File: src/rtl/cpu_pkg.sv
// Shared CPU definitions: datapath widths and destination register codes used by
// the ALU, the control unit and the ALU writeback queue.
package cpu_pkg;

  localparam int unsigned CPU_DATA_W = 16;  // ALU result width (ALUR)
  localparam int unsigned CPU_DEST_W = 4;   // destination register code width

  // Destination register codes
  localparam logic [CPU_DEST_W-1:0] DEST_AC = 4'd0;
  localparam logic [CPU_DEST_W-1:0] DEST_R  = 4'd1;
  localparam logic [CPU_DEST_W-1:0] DEST_R1 = 4'd2;
  localparam logic [CPU_DEST_W-1:0] DEST_R2 = 4'd3;
  localparam logic [CPU_DEST_W-1:0] DEST_R3 = 4'd4;
  localparam logic [CPU_DEST_W-1:0] DEST_TR = 4'd5;
  localparam logic [CPU_DEST_W-1:0] DEST_PC = 4'd6;

endpackage

File: src/rtl/alu_wb_mem.sv
// Writeback queue storage: DEPTH x WIDTH array, one synchronous write port and one
// asynchronous read port. Contents are not reset.
// Ports:
//   clk    - clock
//   we     - write enable
//   waddr  - write address
//   wdata  - write data
//   raddr  - read address
//   rdata  - read data (combinational from raddr)
module alu_wb_mem #(
  parameter int unsigned DEPTH = 4,
  parameter int unsigned WIDTH = 21
) (
  input  logic                     clk,
  input  logic                     we,
  input  logic [$clog2(DEPTH)-1:0] waddr,
  input  logic [WIDTH-1:0]         wdata,
  input  logic [$clog2(DEPTH)-1:0] raddr,
  output logic [WIDTH-1:0]         rdata
);

  logic [WIDTH-1:0] mem_q [DEPTH];

  always_ff @(posedge clk) begin
    if (we) begin
      mem_q[waddr] <= wdata;
    end
  end

  assign rdata = mem_q[raddr];

endmodule

File: src/rtl/alu_wb_queue.sv
// ALU writeback queue: accepts ALU results (data, Z, destination) under valid/ready,
// buffers up to DEPTH of them in order and drains them to the register-file write
// port. Also holds the architectural Z flag, updated from every accepted result.
// Optional feature macro: WB_BYPASS_EN (empty queue forwards the input to out_* in
// the same cycle; consumed directly when out_ready is also high).
// Ports:
//   clk, rst_n           - clock, synchronous active-low reset
//   in_valid/in_ready    - input handshake (in_ready = !full)
//   in_data/in_z/in_dest - ALU result, zero flag, destination register code
//   out_valid/out_ready  - writeback handshake
//   out_data/out_dest    - head entry, zero when out_valid=0
//   z_flag               - Z of the most recently accepted result
//   count/full/empty     - occupancy status
module alu_wb_queue
  import cpu_pkg::*;
#(
  parameter int unsigned DATA_W = CPU_DATA_W,
  parameter int unsigned DEST_W = CPU_DEST_W,
  parameter int unsigned DEPTH  = 4
) (
  input  logic                     clk,
  input  logic                     rst_n,
  input  logic                     in_valid,
  output logic                     in_ready,
  input  logic [DATA_W-1:0]        in_data,
  input  logic                     in_z,
  input  logic [DEST_W-1:0]        in_dest,
  output logic                     out_valid,
  input  logic                     out_ready,
  output logic [DATA_W-1:0]        out_data,
  output logic [DEST_W-1:0]        out_dest,
  output logic                     z_flag,
  output logic [$clog2(DEPTH):0]   count,
  output logic                     full,
  output logic                     empty
);

  localparam int unsigned PTR_W = $clog2(DEPTH);
  localparam int unsigned CNT_W = PTR_W + 1;
  localparam int unsigned ENT_W = DEST_W + 1 + DATA_W;

  logic [PTR_W-1:0]  wr_ptr_q, rd_ptr_q;
  logic [CNT_W-1:0]  count_q;
  logic              z_q;
  logic              push, pop;
  logic              mem_we, mem_re;
  logic [ENT_W-1:0]  head_entry;
  logic [DATA_W-1:0] head_data;
  logic [DEST_W-1:0] head_dest;
  logic              unused_head_z;

  assign full     = (count_q == CNT_W'(DEPTH));
  assign empty    = (count_q == '0);
  assign in_ready = ~full;
  assign count    = count_q;
  assign z_flag   = z_q;

  assign push = in_valid & in_ready;
  assign pop  = out_valid & out_ready;

  assign {head_dest, unused_head_z, head_data} = head_entry;

`ifdef WB_BYPASS_EN
  logic bypass;
  assign bypass    = empty & in_valid;
  assign out_valid = ~empty | in_valid;
  // A bypassed result taken by the register file never occupies a slot.
  assign mem_we    = push & ~(bypass & out_ready);

  always_comb begin
    out_data = '0;
    out_dest = '0;
    if (!empty) begin
      out_data = head_data;
      out_dest = head_dest;
    end else if (in_valid) begin
      out_data = in_data;
      out_dest = in_dest;
    end
  end
`else
  assign out_valid = ~empty;
  assign mem_we    = push;
  assign out_data  = empty ? '0 : head_data;
  assign out_dest  = empty ? '0 : head_dest;
`endif

  // Only stored entries advance the read pointer.
  assign mem_re = pop & ~empty;

  alu_wb_mem #(
    .DEPTH (DEPTH),
    .WIDTH (ENT_W)
  ) u_mem (
    .clk   (clk),
    .we    (mem_we),
    .waddr (wr_ptr_q),
    .wdata ({in_dest, in_z, in_data}),
    .raddr (rd_ptr_q),
    .rdata (head_entry)
  );

  always_ff @(posedge clk) begin
    if (!rst_n) begin
      wr_ptr_q <= '0;
      rd_ptr_q <= '0;
      count_q  <= '0;
      z_q      <= 1'b0;
    end else begin
      if (mem_we) wr_ptr_q <= wr_ptr_q + PTR_W'(1);
      if (mem_re) rd_ptr_q <= rd_ptr_q + PTR_W'(1);
      if (push)   z_q      <= in_z;
      if (mem_we && !mem_re) begin
        count_q <= count_q + CNT_W'(1);
      end else if (!mem_we && mem_re) begin
        count_q <= count_q - CNT_W'(1);
      end
    end
  end

endmodule

File: config.mk
export PLATFORM = sky130hd
export DESIGN_NAME = alu_wb_queue
export DESIGN_NICKNAME = d
export VERILOG_FILES = /design/src/rtl/cpu_pkg.sv /design/src/rtl/alu_wb_mem.sv /design/src/rtl/alu_wb_queue.sv
export SDC_FILE = /design/constraint.sdc
export NUM_CORES = 1
export LEC_CHECK = 0
export ABC_AREA = 1
export BUFFER_PORTS_ARGS = -buffer_cell sky130_fd_sc_hd__buf_4
export CORE_AREA = 3 3 135 137
export CTS_BUF_LIST = sky130_fd_sc_hd__clkbuf_2
export DETAILED_ROUTE_END_ITERATION = 6
export DIE_AREA = 0 0 138 140
export GPL_ROUTABILITY_DRIVEN = 0
export GPL_TIMING_DRIVEN = 0
export PLACE_DENSITY = 0.5
export SLEW_MARGIN = 20
export SYNTH_ARGS = -nofsm -noshare
export SYNTH_HDL_FRONTEND = slang
export SYNTH_HIERARCHICAL = 1
export SYNTH_SLANG_ARGS = --single-unit
File: constraint.sdc
create_clock -name clk -period 3.05 [get_ports clk]
set_clock_uncertainty 0.05 [all_clocks]
set_input_delay 0.305 -clock clk [delete_from_list [all_inputs] [get_ports clk]]
set_output_delay 0.305 -clock clk [all_outputs]
set_load 0.03 [all_outputs]
==> flow_summary.ini <==
[finish]
num_antenna_cells = 0
nets = 548
final_cell_area_um2 = 5170
drive_above_1_share_pct = 22.6
instances_no_fill = 751
area_growth_pct = 26.9
final_util_pct = 30.1

[timing]
slew_violations = 0
fin_crit_ps = 2280
period_share_pct = 74.6
fmax_ghz = 0.439
hold_viol_final = 0
worst_slew_pin_slew_ps = 711
setup_violations = 0
rsz0062_at_grt = false
slew_headroom_pct = 52.4

[synthesis]
yosysWarningCount = 6
avgSynthCellArea_um2 = 9.57
synth_nets = 453
netlist_instances = 426
netlist_area_um2 = 4080

[floorplan]
start_util_pct = 23.7
std_cell_rows = 48
dieArea_um2 = 19300
io_pins = 53
fp.dieH_um = 140
die_x_um = 138
core_um2 = 17200

[placed_design]
dpl_cell_area_um2 = 4840
dp_hpwl_mm = 6.59
port_buffers = 52
dp_cells = 711

[clocking]
post-cts-setup-buffer-count = 0
clkSinkCount = 88
clock_latency_ps = 530
clockBufferDepth = 2
cts_tree = built
cts_resized = 0
holdBufCountCts = 24
cts_buffers = 9
path_clk_slew_ps = 240
cts_root_buffer = clkbuf_2
cts.htree.levels = 3

[min_path]
hold_class = in -> reg
hold-path-cell-count = 2

[routing]
drt_iter0_drc = 151
ant_nets = 0
remaining_drc_errors = 0
routedWlPerCell_um = 12.3
first_pass_iters = 4
viasPerCell = 3.81
vias = 2858
wl_mm = 9.25

[flow_run]
max_cap_viol_count = 0

[grt]
antenna_found_initial = 0
grt_max_degree = 16
grt_pass1_wl_mm = 14.6
grt_pass1_vias = 2904
grtUsageTotal_pct = 9.76
grt-ovfl-total = 0

[setup_path]
end_kind = flop
crit_type = reg -> reg
cp.required_ps = 3230
cp_data_arrival_time_ps = 2460
r2r_cells = 7
cp-start-kind = flop
worstPathMaxFanout = 8

[outcome]
status = completed

[pwr]
power_leakage_uw = 0.00242
power_density_nw_per_um2 = 785
vdd_ir_drop_max_uv = 723
## state kept, by name, summed over array words and instances (netlist names)
register,cells
count,3
rd_ptr_q,2
u_mem/mem_q,80
wr_ptr_q,2
z_flag,1
## layout make-up
| class | instances | area (um^2) |
|---|---|---|
| fill | 1826 | 12000 |
| sequential | 88 | 2560 |
| multi-input combinational | 206 | 953 |
| timing repair buffer | 84 | 702 |
| inverter | 117 | 444 |
| tap | 225 | 282 |
| buffer | 15 | 136 |
| clock buffer | 10 | 50.0 |
| clock inverter | 6 | 42.5 |
## worst max-delay path, cell delays in order (launching register included)
cell	delay (ps)
dfxtp_1	490
nor2_2	90
nand2_2	120
nand2_1	90
inv_1	140
inv_1	130
nor3_2	560
buf_4	320
## report_power, final
part / internal (uW) / switching [uW] / leakage (uW) / total (uW)
Combinational: 712 / 1340 / 0.00156 / 2050
Clock: 114 / 382 / 0.0000603 / 496
Sequential: 1450 / 63.9 / 0.000799 / 1520
## placed cells by master, fill, tap and decap left out, types with 2 or more instances in the layout
cell	instances
a21oi_1	4
buf_2	4
buf_4	61
buf_6	8
buf_8	2
clkbuf_2	10
dfxtp_1	8
dlygate4sd3_1	24
edfxtp_1	80
inv_1	115
inv_6	3
nand2_1	97
nand2_2	21
nand3_1	45
nor2_1	28
nor3_2	4
o21ai_0	2
## per-stage QoR
step	total power [uW]	hold slack (ps)	setup TNS [ps]	worst slack (ps)
finish	4060	447	0	774
global route	4360	346	0	530
CTS	4140	396	0	700
detailed placement	3610	437	0	760
global placement	3550	428	-75330	-1020
floorplan	2850	354	0	15.3
## worst paths after layout
path | from | to | slack, ps
min | in_data[15] | u_mem/mem_q[0][15] | 450
max reg2reg | count[0] | u_mem/mem_q[0][4] | 770
max | count[0] | u_mem/mem_q[0][4] | 770
min reg2reg | z_flag | z_flag | 470
## routing by layer
layer  wire (um)  part of all wire (%)  track usage (%)  vias to the layer above
met5           0                     0                0                        -
met4         110                   1.2             2.50                        0
met3         433                   4.7             3.35                        9
met2        4470                    48             16.9                       56
met1        4240                    46             11.7                     1308
li1            -                     -                -                     1485
No activity file was read; power rests on OpenSTA's default activity.
